==> config.mk <==
export PLATFORM = sky130hd
export DESIGN_NAME = poly_pointwise_engine_flat
export DESIGN_NICKNAME = d
export VERILOG_FILES = /design/src/rtl/poly_pointwise_engine_if.sv /design/src/rtl/poly_pointwise_engine.sv /design/src/flat_wrapper.sv
export SDC_FILE = /design/constraint.sdc
export NUM_CORES = 1
export LEC_CHECK = 0
export BUFFER_PORTS_ARGS = -buffer_cell sky130_fd_sc_hd__buf_2
export CORE_AREA = 4 4 320 322
export CTS_BUF_LIST = sky130_fd_sc_hd__clkbuf_4
export CTS_CLUSTER_DIAMETER = 200
export DETAILED_ROUTE_END_ITERATION = 7
export DIE_AREA = 0 0 324 326
export GPL_ROUTABILITY_DRIVEN = 0
export REMOVE_ABC_BUFFERS = 1
export SLEW_MARGIN = 0
export SYNTH_ARGS = -nofsm -noshare
export SYNTH_HDL_FRONTEND = slang
export SYNTH_SLANG_ARGS = --single-unit
export TNS_END_PERCENT = 5
==> constraint.sdc <==
create_clock -name clk -period 3.4 [get_ports clk]
set_input_delay 0.34 -clock clk [delete_from_list [all_inputs] [get_ports clk]]
set_output_delay 0.34 -clock clk [all_outputs]
set_load 0.02 [all_outputs]
==> src/rtl/poly_pointwise_engine_if.sv <==
// Bundle of command, BRAM read, AU and write-back signals for poly_pointwise_engine.
// Latency: none; this is wiring only.
// Backpressure: hold is the only throttle. The AU side is fixed-latency and is never stalled.
// Modports: master = the engine, slave = memories / AU / command source.
interface poly_pointwise_engine_if #(
    parameter int LANES   = 4,
    parameter int COEFF_W = 24,
    parameter int DEPTH   = 64,
    parameter int MAX_VEC = 8,
    parameter int DW      = LANES * COEFF_W,
    parameter int AW      = $clog2(MAX_VEC * DEPTH),
    parameter int VW      = $clog2(MAX_VEC + 1)
);
    logic          start;
    logic [2:0]    mode;
    logic [VW-1:0] vec_len;
    logic          hold;
    logic          busy;
    logic          done;
    logic          err;
    logic          rd_en_a;
    logic          rd_en_b;
    logic          rd_en_c;
    logic [AW-1:0] rd_addr_a;
    logic [AW-1:0] rd_addr_b;
    logic [AW-1:0] rd_addr_c;
    logic [DW-1:0] rd_data_a;
    logic [DW-1:0] rd_data_b;
    logic [DW-1:0] rd_data_c;
    logic          au_valid_o;
    logic [2:0]    au_mode;
    logic [DW-1:0] au_a;
    logic [DW-1:0] au_b;
    logic [DW-1:0] au_acc;
    logic          au_valid_i;
    logic [DW-1:0] au_result;
    logic          wr_en;
    logic [AW-1:0] wr_addr;
    logic [DW-1:0] wr_data;

    modport master (
        input  start, mode, vec_len, hold, rd_data_a, rd_data_b, rd_data_c, au_valid_i, au_result,
        output busy, done, err, rd_en_a, rd_en_b, rd_en_c, rd_addr_a, rd_addr_b, rd_addr_c,
               au_valid_o, au_mode, au_a, au_b, au_acc, wr_en, wr_addr, wr_data
    );

    modport slave (
        output start, mode, vec_len, hold, rd_data_a, rd_data_b, rd_data_c, au_valid_i, au_result,
        input  busy, done, err, rd_en_a, rd_en_b, rd_en_c, rd_addr_a, rd_addr_b, rd_addr_c,
               au_valid_o, au_mode, au_a, au_b, au_acc, wr_en, wr_addr, wr_data
    );
endinterface

==> src/rtl/poly_pointwise_engine.sv <==
// Coefficient-wise polynomial engine: streams {poly,word} reads to a fixed-latency AU and writes results back.
// Latency: done arrives vec_len*DEPTH + RD_LAT + ARITH_LAT + 1 cycles after start, plus one cycle per held issue cycle.
// Backpressure: hold stops new issues only. In-flight words keep moving, and AU results are never stalled.
// Ports: clk, rst (synchronous, active-low), bus (poly_pointwise_engine_if.master).
module poly_pointwise_engine #(
    parameter int LANES     = 4,
    parameter int COEFF_W   = 24,
    parameter int DEPTH     = 64,
    parameter int MAX_VEC   = 8,
    parameter int RD_LAT    = 1,
    parameter int ARITH_LAT = 8
) (
    input  logic clk,
    input  logic rst,
    poly_pointwise_engine_if.master bus
);
    localparam int DW = LANES * COEFF_W;
    localparam int AW = $clog2(MAX_VEC * DEPTH);
    localparam int VW = $clog2(MAX_VEC + 1);
    localparam int WW = $clog2(DEPTH);
    localparam int PW = AW - WW;
    localparam int FW = AW + 1;

    typedef enum logic [1:0] {IDLE, ISSUE, DRAIN, FINISH} state_t;

    state_t        state;
    state_t        state_nxt;
    logic [2:0]    mode_q;
    logic [VW-1:0] vec_len_q;
    logic [PW-1:0] poly_ctr;
    logic [WW-1:0] word_ctr;
    logic          rej_q;
    logic [FW-1:0] inflight;
    logic [FW-1:0] inflight_nxt;
    logic          issue;
    logic          retire;
    logic          last;
    logic          cmd_ok;
    logic          mac;

    // Read-latency pipe: valid, issue address and first-pass flag.
    logic [RD_LAT-1:0] rp_vld;
    logic [RD_LAT-1:0] rp_first;
    logic [AW-1:0]     rp_addr [RD_LAT];
    // AU-latency pipe: only the write address needs to travel here.
    logic [AW-1:0]     ap_addr [ARITH_LAT];

    assign cmd_ok = (bus.mode >= 3'd2) && (bus.mode <= 3'd5) &&
                    (bus.vec_len != '0) && (bus.vec_len <= VW'(MAX_VEC));
    assign mac    = (mode_q == 3'd5);
    assign last   = (VW'(poly_ctr) == vec_len_q - VW'(1)) && (word_ctr == WW'(DEPTH - 1));
    // Results that arrive while idle belong to an aborted command. They must not
    // unbalance the counter.
    assign retire = bus.au_valid_i && (state != IDLE);

    always_ff @(posedge clk) begin
        if (!rst) state <= IDLE;
        else      state <= state_nxt;
    end

    always_comb begin
        state_nxt = state;
        case (state)
            IDLE:    if (bus.start && cmd_ok) state_nxt = ISSUE;
            ISSUE:   if (issue && last) state_nxt = DRAIN;
            // Looking at the next count lets FINISH follow the last retire immediately.
            DRAIN:   if (inflight_nxt == '0) state_nxt = FINISH;
            FINISH:  state_nxt = IDLE;
            default: state_nxt = IDLE;
        endcase
    end

    always_comb begin
        issue    = (state == ISSUE) && !bus.hold;
        bus.busy = (state != IDLE);
        bus.done = (state == FINISH) || rej_q;
        bus.err  = rej_q;
    end

    always_comb begin
        inflight_nxt = inflight;
        if (issue && !retire)      inflight_nxt = inflight + FW'(1);
        else if (!issue && retire) inflight_nxt = inflight - FW'(1);
    end

    always_ff @(posedge clk) begin
        if (!rst) begin
            mode_q    <= '0;
            vec_len_q <= '0;
            poly_ctr  <= '0;
            word_ctr  <= '0;
            rej_q     <= 1'b0;
            inflight  <= '0;
            rp_vld    <= '0;
            rp_first  <= '0;
            for (int i = 0; i < RD_LAT; i++)    rp_addr[i] <= '0;
            for (int i = 0; i < ARITH_LAT; i++) ap_addr[i] <= '0;
        end else begin
            rej_q    <= (state == IDLE) && bus.start && !cmd_ok;
            inflight <= inflight_nxt;
            if (state == IDLE && bus.start) begin
                mode_q    <= bus.mode;
                vec_len_q <= bus.vec_len;
                poly_ctr  <= '0;
                word_ctr  <= '0;
            end else if (issue) begin
                if (last) begin
                    poly_ctr <= '0;
                    word_ctr <= '0;
                end else begin
                    word_ctr <= word_ctr + WW'(1);
                    if (word_ctr == WW'(DEPTH - 1)) poly_ctr <= poly_ctr + PW'(1);
                end
            end
            rp_vld[0]   <= issue;
            rp_first[0] <= (poly_ctr == '0);
            rp_addr[0]  <= {poly_ctr, word_ctr};
            for (int i = 1; i < RD_LAT; i++) begin
                rp_vld[i]   <= rp_vld[i-1];
                rp_first[i] <= rp_first[i-1];
                rp_addr[i]  <= rp_addr[i-1];
            end
            ap_addr[0] <= rp_addr[RD_LAT-1];
            for (int i = 1; i < ARITH_LAT; i++) ap_addr[i] <= ap_addr[i-1];
        end
    end

    assign bus.rd_en_a   = issue;
    assign bus.rd_en_b   = issue;
    assign bus.rd_addr_a = {poly_ctr, word_ctr};
    assign bus.rd_addr_b = {poly_ctr, word_ctr};
    // The accumulator lives in poly 0 of the result memory. It is only read once pass 0 has seeded it.
    assign bus.rd_en_c   = issue && mac && (poly_ctr != '0);
    assign bus.rd_addr_c = {{PW{1'b0}}, word_ctr};

    assign bus.au_valid_o = rp_vld[RD_LAT-1];
    assign bus.au_mode    = mode_q;
    assign bus.au_a       = rp_vld[RD_LAT-1] ? bus.rd_data_a : DW'(0);
    assign bus.au_b       = rp_vld[RD_LAT-1] ? bus.rd_data_b : DW'(0);
    assign bus.au_acc     = (rp_vld[RD_LAT-1] && mac && !rp_first[RD_LAT-1]) ? bus.rd_data_c : DW'(0);

    assign bus.wr_en   = bus.au_valid_i && (state != IDLE);
    assign bus.wr_addr = mac ? {{PW{1'b0}}, ap_addr[ARITH_LAT-1][WW-1:0]} : ap_addr[ARITH_LAT-1];
    assign bus.wr_data = bus.au_result;
endmodule

==> src/flat_wrapper.sv <==
// flat-port wrapper written by rule: the top's interface ports become plain ports
module poly_pointwise_engine_flat 
#(
    parameter int LANES     = 4,
    parameter int COEFF_W   = 24,
    parameter int DEPTH     = 64,
    parameter int MAX_VEC   = 8,
    parameter int RD_LAT    = 1,
    parameter int ARITH_LAT = 8
)
  (clk, rst, bus_start, bus_mode, bus_vec_len, bus_hold, bus_rd_data_a, bus_rd_data_b, bus_rd_data_c, bus_au_valid_i, bus_au_result, bus_busy, bus_done, bus_err, bus_rd_en_a, bus_rd_en_b, bus_rd_en_c, bus_rd_addr_a, bus_rd_addr_b, bus_rd_addr_c, bus_au_valid_o, bus_au_mode, bus_au_a, bus_au_b, bus_au_acc, bus_wr_en, bus_wr_addr, bus_wr_data);
  poly_pointwise_engine_if #(.LANES(LANES), .COEFF_W(COEFF_W), .DEPTH(DEPTH), .MAX_VEC(MAX_VEC)) bus_i ();
  input  logic clk;
  input  logic rst;
  input wire logic [$bits(bus_i.start)-1:0] bus_start;
  input wire logic [$bits(bus_i.mode)-1:0] bus_mode;
  input wire logic [$bits(bus_i.vec_len)-1:0] bus_vec_len;
  input wire logic [$bits(bus_i.hold)-1:0] bus_hold;
  input wire logic [$bits(bus_i.rd_data_a)-1:0] bus_rd_data_a;
  input wire logic [$bits(bus_i.rd_data_b)-1:0] bus_rd_data_b;
  input wire logic [$bits(bus_i.rd_data_c)-1:0] bus_rd_data_c;
  input wire logic [$bits(bus_i.au_valid_i)-1:0] bus_au_valid_i;
  input wire logic [$bits(bus_i.au_result)-1:0] bus_au_result;
  output wire logic [$bits(bus_i.busy)-1:0] bus_busy;
  output wire logic [$bits(bus_i.done)-1:0] bus_done;
  output wire logic [$bits(bus_i.err)-1:0] bus_err;
  output wire logic [$bits(bus_i.rd_en_a)-1:0] bus_rd_en_a;
  output wire logic [$bits(bus_i.rd_en_b)-1:0] bus_rd_en_b;
  output wire logic [$bits(bus_i.rd_en_c)-1:0] bus_rd_en_c;
  output wire logic [$bits(bus_i.rd_addr_a)-1:0] bus_rd_addr_a;
  output wire logic [$bits(bus_i.rd_addr_b)-1:0] bus_rd_addr_b;
  output wire logic [$bits(bus_i.rd_addr_c)-1:0] bus_rd_addr_c;
  output wire logic [$bits(bus_i.au_valid_o)-1:0] bus_au_valid_o;
  output wire logic [$bits(bus_i.au_mode)-1:0] bus_au_mode;
  output wire logic [$bits(bus_i.au_a)-1:0] bus_au_a;
  output wire logic [$bits(bus_i.au_b)-1:0] bus_au_b;
  output wire logic [$bits(bus_i.au_acc)-1:0] bus_au_acc;
  output wire logic [$bits(bus_i.wr_en)-1:0] bus_wr_en;
  output wire logic [$bits(bus_i.wr_addr)-1:0] bus_wr_addr;
  output wire logic [$bits(bus_i.wr_data)-1:0] bus_wr_data;
  assign bus_i.start = bus_start;
  assign bus_i.mode = bus_mode;
  assign bus_i.vec_len = bus_vec_len;
  assign bus_i.hold = bus_hold;
  assign bus_i.rd_data_a = bus_rd_data_a;
  assign bus_i.rd_data_b = bus_rd_data_b;
  assign bus_i.rd_data_c = bus_rd_data_c;
  assign bus_i.au_valid_i = bus_au_valid_i;
  assign bus_i.au_result = bus_au_result;
  assign bus_busy = bus_i.busy;
  assign bus_done = bus_i.done;
  assign bus_err = bus_i.err;
  assign bus_rd_en_a = bus_i.rd_en_a;
  assign bus_rd_en_b = bus_i.rd_en_b;
  assign bus_rd_en_c = bus_i.rd_en_c;
  assign bus_rd_addr_a = bus_i.rd_addr_a;
  assign bus_rd_addr_b = bus_i.rd_addr_b;
  assign bus_rd_addr_c = bus_i.rd_addr_c;
  assign bus_au_valid_o = bus_i.au_valid_o;
  assign bus_au_mode = bus_i.au_mode;
  assign bus_au_a = bus_i.au_a;
  assign bus_au_b = bus_i.au_b;
  assign bus_au_acc = bus_i.au_acc;
  assign bus_wr_en = bus_i.wr_en;
  assign bus_wr_addr = bus_i.wr_addr;
  assign bus_wr_data = bus_i.wr_data;
  poly_pointwise_engine #(.LANES(LANES), .COEFF_W(COEFF_W), .DEPTH(DEPTH), .MAX_VEC(MAX_VEC), .RD_LAT(RD_LAT), .ARITH_LAT(ARITH_LAT)) u_core (.clk(clk), .rst(rst), .bus(bus_i));
endmodule
== Word level (Yosys, flattened, before mapping) ==
Memory sizes are Yosys's and may differ from the RTL's.
Index checks and enable logic that the tools add are counted.

* Flip-flop bits (word level): 31
* Memory bits (writable): 81
* Bits of input ports: 396
* Output and inout port bits: 431
* Word-level logic and storage cells: 95
* Memories: 2

{| class="wikitable"
|+ Memory list
! memory !! words !! bits a word !! rd ports !! clocked after Yosys merged registers in !! write ports !! line !! RTL
|-
| u_core.ap_addr || 8 || 9 || 8 || 0 || 8 || poly_pointwise_engine.sv:46 || <nowiki>logic [AW-1:0] ap_addr [ARITH_LAT];</nowiki>
|-
| u_core.rp_addr || 1 || 9 || 1 || 0 || 1 || poly_pointwise_engine.sv:44 || <nowiki>logic [AW-1:0] rp_addr [RD_LAT];</nowiki>
|}

* Add/subtract/negate cells: 5
* Magnitude comparators: 3
* Equality and inequality tests: 9
* Muxes and demuxes: 25
* Bitwise gates (word level): 9
* Reductions and logical operators: 33

{| class="wikitable"
|+ Operators by type and width
! kind !! number
|-
| $mux 96 || 3
|-
| $mux 9 || 10
|-
| $mux 10 || 2
|-
| $logic_and 1x1->1 || 16
|-
| $add 10x1->10 const B || 1
|-
| $logic_not 10->1 || 1
|-
| $sub 10x1->10 const B || 1
|-
| $reduce_or 9->1 || 1
|-
| $or 1x1->1 || 8
|-
| $pmux 2 s4 || 1
|-
| $add 6x1->6 const B || 1
|-
| $eq 6x6->1 const B || 1
|-
| $mux 2 || 3
|-
| $mux 3 || 2
|-
| $mux 6 || 1
|-
| $ne 2x1->1 const B || 3
|-
| $logic_not 1->1 || 5
|-
| $eq 2x2->1 const B || 2
|-
| $eq 3x4->1 || 1
|-
| $le 4x4->1 const B || 1
|-
| $reduce_bool 2->1 || 2
|-
| $reduce_bool 4->1 || 1
|-
| $sub 4x1->4 const B || 1
|-
| $add 3x1->3 const B || 1
|-
| other kinds (13) || 15
|}

== Logic depth before layout (Yosys ltp) ==
* Word-level depth: 9
* Gate-level depth with buffers: 10
* Depth with buffers taken out: 10

== Worst setup path before layout ==
No wires, ideal clock.

* Kind: register -> output
* Start: register u_core.mode_q[2] (netlist: u_core.bus.au_mode[2])
* End: output bus_au_acc[55]
* Arrival time: 1.748 ns
* Required time: 3.060 ns
* Setup slack: 1.312 ns
* Cell stages (with the launch flop): 6
* Buffers on the path: 2
* Path through: dfxtp_1 nand3b_1 nor3b_1 buf_1 clkbuf_1 and2_1

* Word-level cells in the longest chain between the ends: 4

{| class="wikitable"
|+ Ends and longest elaborated chain
! what !! line !! RTL
|-
| from (decl) || poly_pointwise_engine.sv:28 || <nowiki>logic [2:0] mode_q;</nowiki>
|-
| from (signal assigned) || poly_pointwise_engine.sv:102 || <nowiki>mode_q <= bus.mode;</nowiki>
|-
| $eq 3x3->1 || poly_pointwise_engine.sv:50 || <nowiki>assign mac = (mode_q == 3'd5);</nowiki>
|-
| $logic_and 1x1->1 (2 in a row) || poly_pointwise_engine.sv:140 || <nowiki>assign bus.au_acc = (rp_vld[RD_LAT-1] && mac && !rp_first[RD_LAT-1]) ? bus.rd_data_c : DW'(0);</nowiki>
|-
| $mux 96 || poly_pointwise_engine.sv:140 ||
|-
| to (decl) || flat_wrapper.sv:37 || <nowiki>output wire logic [$bits(bus_i.au_acc)-1:0] bus_au_acc;</nowiki>
|}

Every way passes these cells.

== Worst setup path after layout ==
* Start: register u_core.mode_q[1] (netlist: u_core.bus.au_mode[1])
* End: output bus_au_acc[58]

The elaborated chain is that of the path after synthesis.

==> results.json <==
{
  "status": "finished, final reports clean",
  "cap_violations": 0,
  "drive_gt1_frac": 0.5080,
  "die_x_um": 324,
  "tightestPinTransition_ns": 0.7985,
  "hp-start": "bus_mode[0]",
  "async_reset_ff_frac": 0,
  "multi_input_area_um2": 3393,
  "cts_made_buffers": 9,
  "avgViaCountPerCell": 3.012,
  "ios": 827,
  "synth_area_um2": 6780,
  "synth_top_cell_by_area": "and2_1",
  "yosys_warnings": 0,
  "synth_cell_type_count": 47,
  "dp_hpwl_um": 62260,
  "synthTopCellsByCount": "378 x and2_1, 121 x buf_4, 112 x dfxtp_1",
  "yosysSeqAreaShare": 0.3307,
  "rsz0062_at_grt": "no",
  "synth.most_common_cell": "and2_1",
  "antenna_found_initial": 91,
  "min_path_type": "in -> reg",
  "netlist.area_leader.share": 0.3488,
  "rows": 116,
  "maxSlewViolCount": 0,
  "power.leakage_nw": 5.527,
  "area_growth_pct": 57.46,
  "fin_area_um2": 10680,
  "grt_pass1_wl_um": 83500,
  "cp.required_ns": 3.06,
  "placed_cell_area_um2": 10510,
  "post-cts-setup-buffer-count": 0,
  "cp_slowest_cell": "nor3b_2",
  "startpoint_type": "flop",
  "seqCellArea_um2": 2246,
  "wl_um": 70570,
  "ys_ff_latch": 112,
  "fin_crit_sh": 0.8610,
  "cts_resized": 0,
  "gr-total-overflow": 0,
  "clock-root-buffer": "clkbuf_4",
  "clockBufferDepth": 2,
  "hold_viol_final": 0,
  "drcViolationCount": 0,
  "critPathLaunch": "u_core.bus.au_mode[1]$_SDFFE_PN0P_",
  "grt_start_max_net_pins": 194,
  "avgSynthCellArea_um2": 8.199,
  "start_util": 0.06810,
  "die_y_um": 326,
  "wl_per_cell_um": 26.95,
  "synth_ff_type": "dfxtp_1",
  "fmax_mhz": 341.6,
  "ant_nets": 0,
  "end_kind": "output port",
  "cts_hold_buf": 0,
  "insertion_delay_ns": 0.47,
  "htreeDepth": 3,
  "dieArea_um2": 105600,
  "ys_top_cells_by_area": "and2_1 35%, dfxtp_1 33%, buf_4 13%",
  "synth_cells": 827,
  "synth_edf_count": 0,
  "path_class": "reg -> out",
  "grt_pass1_vias": 6947,
  "cp_max_fo": 84,
  "clock_sinks": 112,
  "reg2reg_from": "u_core.state[0]$_SDFFE_PN0P_",
  "num_vias": 7886,
  "numPortBuffers": 631,
  "path_cells": "nand3b_1 > nor3b_2 > buf_12 > and2_1 > buf_2",
  "worst_slew_margin_rel": 0.4653,
  "peakVddDrop_mv": 0.2882,
  "cts_tree": "yes",
  "fillerInstances": 11710,
  "path_clk_slew_ns": 0.17,
  "min_period_ns": 2.927,
  "drt-initial-drc-count": 577,
  "setup_viol": 0,
  "core_um2": 99570,
  "grt_use_total": 0.1252,
  "fin_util": 0.1072,
  "crit_arrival_ns": 2.59,
  "fin_worst_skew_ns": 0.01504,
  "power-per-cell-area_nw_per_um2": 316.1,
  "fin_nets": 1710,
  "critPathMaxStageDelay_ns": 0.71,
  "dr.pass1.iters": 5
}
[through the flow]
| step | setup WS, ns | TNS (ns) | hold slack, ns | instances | total power, mW |
|---|---|---|---|---|---|
| finish | 0.4727 | 0 | 0.1061 | 2618 | 3.375 |
| CTS | 0.4007 | 0 | 0.05419 | 2607 | 3.423 |
| detailed placement | 0.8208 | 0 | 0.4169 | 2591 | 2.763 |
| global placement | 0.8981 | 0 | 0.4131 | 2591 | 2.747 |
| floorplan | -3.030 | -290.83 | 0.4118 | 659 | 2.201 |
| global route | 0.2327 | 0 | 0.06384 | 2611 | 3.608 |
[metal layers]
layer,part of all wire,global-route usage,vias up,routed length (um)
met5,0.016,0.07454,-,1110
met4,0.022,0.01715,16,1549
met3,0.22,0.1263,186,15530
met2,0.37,0.1652,790,26050
met1,0.37,0.1380,3496,26330
li1,-,-,3398,-
[power by group]
part           internal (mW)  total [mW]  switching, mW
clock                  0.179       0.639          0.460
combinational          0.508        1.27          0.761
sequential              1.38        1.47         0.0891
total                   2.07        3.37           1.31
[cell families after synthesis]
group | after synthesis | share of synthesized area
and+or+nand+nor | 468 | 0.4176
buffers and inverters | 182 | 0.1707
muxes | 2 | 0.002953
xor gates and xnor gates | 22 | 0.02842
DFF | 112 | 0.3307
adders and majority gates | 10 | 0.01845
AOI/OAI and AO/OA | 30 | 0.03063
other | 1 | 0.0005531
[critical path: cells and delay by family, from the launching register on]
family                 cells  cell delay [ns]
AND/OR/NAND/NOR            3             1.17
buffers and inverters      2             0.49
flip-flops                 1             0.36
[layout by cell type (no fill, tap or decap), drive strengths merged, types with 2 or more instances in the layout]
cell      n
xor2      7
buf     634
nor4      7
or2       2
nand2b    2
ha       10
nand3    14
inv      17
xnor2    15
nor2b     2
a22oi     3
diode    11
nand4     2
and3      3
nor3     10
dfxtp   112
clkbuf   10
conb      3
nand2    21
and2    379
mux2i     2
o21a      2
a21oi    13
a31oi     2
nor2     21
[worst paths after layout]
kind                                        end  cells past startpoint  slack (ns)
max                              bus_au_acc[58]                      5        0.47
min          u_core.bus.au_mode[0]$_SDFFE_PN0P_                      3        0.11
max reg2reg        u_core.state[0]$_SDFFE_PN0P_                     10        0.76
min reg2reg     u_core.ap_addr[1][3]$_SDFF_PN0_                      1        0.44
[state kept, by name, indices dropped and copies added, names as in the netlist, 2 cells and up]
register,cells
u_core.ap_addr,72
u_core.bus.au_mode,3
u_core.inflight,10
u_core.poly_ctr,3
u_core.rp_addr,9
u_core.state,2
u_core.vec_len_q,4
u_core.word_ctr,6
[cell type report]
cell class                      count  share of cell area
Clock inverter                      6            0.005625
Tap cell                         1298              0.1521
Multi-Input combinational cell    535              0.3178
Inverter                           12            0.004219
Timing Repair Buffer              634              0.3002
Sequential cell                   112              0.2104
Clock buffer                       10            0.007032
Antenna cell                       11            0.002578
(Power assumes the default switching activity.)
